## config.mk

```make
export PLATFORM = sky130hd
export DESIGN_NAME = decodificador_hamming
export DESIGN_NICKNAME = d
export VERILOG_FILES = /design/src/rtl/decodificador_hamming.sv
export SDC_FILE = /design/constraint.sdc
export NUM_CORES = 1
export LEC_CHECK = 0
export BUFFER_PORTS_ARGS = -buffer_cell sky130_fd_sc_hd__buf_2
export CELL_PAD_IN_SITES_DETAIL_PLACEMENT = 0
export CELL_PAD_IN_SITES_GLOBAL_PLACEMENT = 1
export CORE_MARGIN = 2
export CORE_UTILIZATION = 40
export DETAILED_ROUTE_END_ITERATION = 10
export PLACE_DENSITY = 0.83
export SLEW_MARGIN = 40
export SYNTH_ARGS = -nofsm -noshare
export SYNTH_HDL_FRONTEND = slang
export SYNTH_SLANG_ARGS = --single-unit
```

## constraint.sdc

```tcl
create_clock -name clk -period 2 [get_ports clk]
set_input_delay 0.2 -clock clk [delete_from_list [all_inputs] [get_ports clk]]
set_output_delay 0.2 -clock clk [all_outputs]
set_load 0.03 [all_outputs]
```

## src/rtl/decodificador_hamming.sv

```systemverilog
// Hamming(7,4) decoder: two-stage valid/ready pipeline that corrects single-bit errors
// and keeps a saturating count of corrected words handed to the consumer.
module decodificador_hamming #(
  parameter int ERR_CNT_W = 8
) (
  input  logic                 clk,
  input  logic                 rst_n,
  input  logic                 in_valid,
  output logic                 in_ready,
  input  logic [6:0]           codeword,
  output logic                 out_valid,
  input  logic                 out_ready,
  output logic [3:0]           data_out,
  output logic [2:0]           syndrome,
  output logic                 err_corr,
  input  logic                 cnt_clr,
  output logic [ERR_CNT_W-1:0] err_count
);

  // Handshake: a word moves on a rising edge only when valid && ready are both high
  // on that edge; the producer holds the word stable until it is taken. in_ready
  // depends combinationally on out_ready, so a stalled output backs up instantly.

  localparam logic [ERR_CNT_W-1:0] CNT_MAX = '1;

  logic                 r_s1_valid;
  logic [6:0]           r_s1_cw;
  logic                 r_out_valid;
  logic [3:0]           r_data;
  logic [2:0]           r_syn;
  logic                 r_err;
  logic [ERR_CNT_W-1:0] r_cnt;

  logic                 w_s2_adv;
  logic                 w_s1_adv;
  logic [2:0]           w_syn;
  logic [6:0]           w_fixed;
  logic                 w_out_hs;

  assign w_s2_adv = !r_out_valid || out_ready;
  assign w_s1_adv = !r_s1_valid || w_s2_adv;
  assign w_out_hs = r_out_valid && out_ready;

  // Syndrome bits check positions whose index has that bit set (c1..c7 = cw[0..6]).
  always_comb begin
    w_syn[0] = r_s1_cw[0] ^ r_s1_cw[2] ^ r_s1_cw[4] ^ r_s1_cw[6];
    w_syn[1] = r_s1_cw[1] ^ r_s1_cw[2] ^ r_s1_cw[5] ^ r_s1_cw[6];
    w_syn[2] = r_s1_cw[3] ^ r_s1_cw[4] ^ r_s1_cw[5] ^ r_s1_cw[6];
  end

  always_comb begin
    w_fixed = r_s1_cw;
    for (int i = 0; i < 7; i++) begin
      if (w_syn == 3'(i + 1)) begin
        w_fixed[i] = ~r_s1_cw[i];
      end
    end
  end

  always_ff @(posedge clk or negedge rst_n) begin
    if (!rst_n) begin
      r_s1_valid <= 1'b0;
      r_s1_cw    <= '0;
    end else if (w_s1_adv) begin
      r_s1_valid <= in_valid;
      if (in_valid) begin
        r_s1_cw <= codeword;
      end
    end
  end

  always_ff @(posedge clk or negedge rst_n) begin
    if (!rst_n) begin
      r_out_valid <= 1'b0;
      r_data      <= '0;
      r_syn       <= '0;
      r_err       <= 1'b0;
    end else if (w_s2_adv) begin
      r_out_valid <= r_s1_valid;
      if (r_s1_valid) begin
        r_data <= {w_fixed[6], w_fixed[5], w_fixed[4], w_fixed[2]};
        r_syn  <= w_syn;
        r_err  <= (w_syn != 3'd0);
      end
    end
  end

  // Clear wins over a same-cycle increment; the count sticks at all-ones.
  always_ff @(posedge clk or negedge rst_n) begin
    if (!rst_n) begin
      r_cnt <= '0;
    end else if (cnt_clr) begin
      r_cnt <= '0;
    end else if (w_out_hs && r_err && (r_cnt != CNT_MAX)) begin
      r_cnt <= r_cnt + 1'b1;
    end
  end

  assign in_ready  = w_s1_adv;
  assign out_valid = r_out_valid;
  assign data_out  = r_data;
  assign syndrome  = r_syn;
  assign err_corr  = r_err;
  assign err_count = r_cnt;

endmodule

```

# Word level (Yosys, flattened, before mapping)
# Cells that the tools add are included.
# op_classes
addsub	1
order_cmp	0
bitwise	13
n_mux	6
shift	0
n_reduce_logical	11
multipliers	0
eq_ne	5
div	0
# op_table
cell	n
$mux W8	2
$eq A3 B3 Y1 const B	3
$xor A1 B1 Y1	9
$add A8 B1 Y8 const B	1
$ne A8 B8 Y1 const B	1
$mux W1	4
$not A1 Y1	4
$reduce_and A2 Y1	2
$eq A3 B2 Y1 const B	1
$logic_and A1 B1 Y1	3
$reduce_bool A3 Y1	1
$logic_not A1 Y1	2
$logic_or A1 B1 Y1	2
$reduce_bool A2 Y1	1
# totals
mem_count	0
latch_bits	0
rom_bits	0
ramBits	0
register_bits	25
inputBits	12
elab_cells	43
output_inout_bits	18

# Logic depth before layout (Yosys ltp)
# logic_depth
depth_word	5
ltp_mapped	5
ltp_nobuf	5

# Least setup slack after synthesis
# No wires, ideal clock.
# synth_timing
kind	reg2reg
startpoint	register r_cnt[0] (netlist: err_count[0])
endpoint	register r_cnt[3] (netlist: err_count[3])
n_path_buf	0
path_slack_ns	0.128
required_ns	1.922
setup_time_ns	0.078
arrival_time_ns	1.794
synth_period_minus_slack_ns	1.872
stages_incl_launch_ff	6
cell_sequence	dfrtp_1 > ha_1 > and4_1 > a41o_1 > or3_1 > a21oi_1
# synth_between
elab_chain_len	3
word_cells_on_any_way	6
classes_between	add/sub (1); eq/ne (1); mux (2); reduce/logical (2)
# synth_lines
item	line	text
start, declared	32	logic [ERR_CNT_W-1:0] r_cnt;
start signal, assigned	95	r_cnt <= r_cnt + 1'b1;
$add A8 B1 Y8 / $ne A8 B8 Y1 (equally long branches)	95, 94	
$mux W8 / $logic_and A1 B1 Y1 (equally long branches)	94	end else if (w_out_hs && r_err && (r_cnt != CNT_MAX)) begin
$mux W8 / $reduce_bool A2 Y1 (equally long branches)	n/a	
# Several ways; a longest one is shown, not always the timed one. The select of a mux whose other input is x is not followed.
# A chain may end at the register's enable or synchronous reset.

# Worst setup path in the final report
# Ends and elaborated chain as after synthesis.

==> run summary <==
The run finished with clean final reports. The overall die height came out at 59.2 um. Setup violations remaining at the end of the flow were counted as 0. The clock tree skew after final layout came out at 0.00150 ns.

The clock latency on the worst-skew pair came out at 0.31 ns. The final count of hold timing violations came to 0. The DRC violation total after the first TritonRoute iteration is 39.

Clock tree synthesis inserted a total of 3 buffers. The path class of the tightest hold or removal check is in -> reg. The slew at the pin closest to its max-slew limit is 0.557 ns. Based on the critical path, the design can be clocked at up to 0.532 GHz.

Summed over all layers, the global routing overflow is 0. The via count of the first global-routing pass is 911. Post-CTS timing repair inserted 0 buffers for setup. The largest voltage drop on the vdd net is 0.000413 V. For this configuration, the core starts out at a cell density of 0.409.

The root cell of the clock tree is sky130_fd_sc_hd__clkbuf_4. TritonCTS built the clock tree. The worst setup path is launched from a flip-flop.

The remaining routing DRC violations came out at 0. Among all flip-flop cells after synthesis, the most frequent one is sky130_fd_sc_hd__dfrtp_1. The number of top-level pins is 30. The number of nets handed over by synthesis was 126. The synthesis-to-layout area growth came out at 18.0%. The final route contains 939 vias. For this run, the post-layout net count is 160. The startpoint identified for the worst register-to-register timing path is err_count[0].

The final instance count without filler cells is 179. The floorplan step defined a core boundary enclosing 2980 sq um. Tracing the worst setup path back leads to its startpoint at err_count[0].

The worst hold path was traced through 2 stages. The HPWL after detailed placement is 1.77 mm. The clock net in this run drives a total of 25 sinks. The static leakage power came out at 0.654 nW. The sequential share of the synthesized area is 0.513.

The first-pass detailed-route iteration total is 4. For the worst setup path, the data arrival time is 2.13 ns. The count of flip-flops with a built-in enable after synthesis is 0.

Following the worst setup path forward leads to its endpoint at err_count[3]. After clock tree synthesis, the clock-pin slew on the worst setup and hold paths is 0.13 ns. Dividing the detail-routed wire length by the instance count gives 12.7 um.

The count of synthesis-stage warnings from yosys came out at 0. The die covers 3500 sq um. The worst max-slew margin expressed relative to the limit came out at 0.629.

The worst setup path is captured at a flip-flop. The slack of the worst reg-to-reg path came out at 0.12 ns. The overall die width is 59.2 um.

At the end of routability-driven placement, the weighted congestion stood at 0.837. Setup repair after global routing left no endpoint under its margin. The worst hold slack is 0.0950 ns. The count of cells resized by post-cts repair is 0. The H-tree depth is 1.

Of all flip-flops after synthesis, the portion carrying an async set or reset was 1.00. The buffer depth of the longest clock path came out at 2. The maximum fanout count along the critical path is 6. The standard-cell row count is 20. The number of antenna diodes in the final layout is 0. The mean number of vias per cell is 5.25. After clock tree synthesis, the flow added hold-fix buffers numbering 1. The number of port buffers came out at 29.

The areal power density over the cells came out at 1090 nW/um^2. In the synthesized netlist, the number of instances is 113. The minimum period implied by the final worst setup slack came out at 1.88 ns. The number of synthesized register bits came out at 25. The overall routing resource usage is 0.147. The first global-routing pass estimated 3.93 mm of wire.

By startpoint and endpoint, the worst setup path is classified as reg -> reg. Across the run, the number of max-cap violations was 0. The number of different library cells used by synthesis comes to 28. The number of instances in the placed design is 174. The final antenna-violating net count is 0. The part of the cycle the worst path needs is 0.940.

The depth of the most critical reg-to-reg path came out at 5. The endpoint of the worst register-to-register path is err_count[3]. Summed over all layers, the routed wires come to 2.27 mm.

Adding up every negative setup slack in the final design gives 0 ns. The count of filler cells inserted in the layout came out at 294. Summing every instance area after synthesis gives 1220 sq um. A synthesized cell averages 10.8 sq um.

The maximum number of pins on one net before global-route repair is 26. The number of antenna violations at the first check in global routing came out at 0. In the final layout, the share of cells above drive strength 1 is 0.295. The final count of pins violating max slew is 0. Data on the critical path is required at its endpoint by 2.25 ns.
-- how the worst min path moves through the flow --
stage | endpoint | from | slack [ns]
after floorplan | data_out[0] | rst_n | -0.1
after global placement | err_count[2] | rst_n | 0.22
after detailed placement | err_count[2] | rst_n | 0.22
after CTS | r_s1_valid | in_valid | 0.09
after global routing | r_s1_cw[6] | codeword[6] | 0.10
final | r_s1_valid | in_valid | 0.1
-- synth_stat cells (3+ instances only) --
cell | number | area, sq um
sky130_fd_sc_hd__xnor2_1 | 9 | 78.8
sky130_fd_sc_hd__xor2_1 | 3 | 26.3
sky130_fd_sc_hd__nand2b_1 | 3 | 18.8
sky130_fd_sc_hd__dfrtp_1 | 25 | 626
sky130_fd_sc_hd__nor4_1 | 3 | 18.8
sky130_fd_sc_hd__inv_1 | 3 | 11.3
sky130_fd_sc_hd__nand3_1 | 5 | 25.0
sky130_fd_sc_hd__mux2_2 | 7 | 78.8
sky130_fd_sc_hd__o21ai_0 | 5 | 25.0
sky130_fd_sc_hd__nor2_1 | 14 | 52.6
sky130_fd_sc_hd__a21oi_1 | 3 | 15.0
sky130_fd_sc_hd__a31oi_1 | 5 | 31.3
sky130_fd_sc_hd__nand2_1 | 8 | 30.0
-- per-layer routing --
metal,share of wire,wire [um],global-route usage,vias up
met5,0,0,0,-
li1,-,-,-,464
met1,0.43,983,0.180,449
met4,0.011,25,0.0552,0
met2,0.52,1170,0.257,23
met3,0.040,90,0.0218,3
-- worst max-delay path, stage by stage, from the launching register on --
cell	delay, ns
sky130_fd_sc_hd__dfrtp_1	0.47
sky130_fd_sc_hd__ha_1	0.27
sky130_fd_sc_hd__and4_1	0.24
sky130_fd_sc_hd__a41o_1	0.32
sky130_fd_sc_hd__or3_1	0.37
sky130_fd_sc_hd__a21oi_1	0.14
-- cell type report --
class	count	area [sq um]	share of cell area
well taps	33	41.3	0.0287
repair buffers	30	155	0.108
inverters	3	11.3	0.00783
flip-flops and latches	25	626	0.435
clock buffers	4	26.3	0.0183
multi-input cells	84	578	0.402
-- through the flow --
stage | setup slack (ns) | power, W | area [sq um] | utilization
finish | 0.120 | 0.00156 | 1440 | 0.483
global route | 0.0328 | 0.00167 | 1440 | 0.483
CTS | 0.126 | 0.00158 | 1440 | 0.483
detailed placement | 0.160 | 0.00136 | 1400 | 0.471
global placement | 0.251 | 0.00134 | 1400 | 0.471
floorplan | 0.128 | 0.00117 | 1220 | -
-- state kept, by name, indices dropped and copies added, names as in the netlist --
signal	flops
data_out	4
err_corr	1
err_count	8
out_valid	1
r_s1_cw	7
r_s1_valid	1
syndrome	3
-- cell usage in the layout, fill, tap and decap left out --
cell / n
sky130_fd_sc_hd__dlygate4sd3_1: 1
sky130_fd_sc_hd__and4_2: 1
sky130_fd_sc_hd__buf_2: 29
sky130_fd_sc_hd__o21ai_0: 5
sky130_fd_sc_hd__xnor2_1: 9
sky130_fd_sc_hd__nor2b_1: 2
sky130_fd_sc_hd__or4_1: 2
sky130_fd_sc_hd__nand2b_1: 3
sky130_fd_sc_hd__nand3_1: 5
sky130_fd_sc_hd__clkbuf_1: 1
sky130_fd_sc_hd__a31oi_1: 5
sky130_fd_sc_hd__clkbuf_4: 3
sky130_fd_sc_hd__xnor2_2: 2
sky130_fd_sc_hd__mux2i_1: 1
sky130_fd_sc_hd__and4_1: 1
sky130_fd_sc_hd__o21bai_1: 1
sky130_fd_sc_hd__nand4_1: 1
sky130_fd_sc_hd__o31a_1: 1
sky130_fd_sc_hd__xor2_2: 1
sky130_fd_sc_hd__or3_1: 2
sky130_fd_sc_hd__o31ai_1: 2
sky130_fd_sc_hd__inv_1: 3
sky130_fd_sc_hd__a21oi_1: 3
sky130_fd_sc_hd__xor2_1: 3
sky130_fd_sc_hd__mux2_2: 7
sky130_fd_sc_hd__dfrtp_1: 25
sky130_fd_sc_hd__a41o_1: 1
sky130_fd_sc_hd__nor2_1: 14
sky130_fd_sc_hd__ha_1: 1
sky130_fd_sc_hd__nor4_1: 3
sky130_fd_sc_hd__nand2_1: 8
-- logic make-up after synthesis --
family | share of synthesized area
adders and majority gates | 0.0103
muxes | 0.0729
and+or+nand+nor | 0.172
DFF | 0.513
buffers and inverters | 0.0123
AOI/OAI and AO/OA | 0.0924
xor gates and xnor gates | 0.126
-- power breakdown --
| group | switching [W] | total, W | leakage [nW] | internal, W |
|---|---|---|---|---|
| registers | 0.0000868 | 0.000695 | 0.303 | 0.000608 |
| logic | 0.000415 | 0.000642 | 0.336 | 0.000228 |
| clock network | 0.000145 | 0.000223 | 0.0150 | 0.0000780 |
No activity file was read; power rests on OpenSTA's default activity.
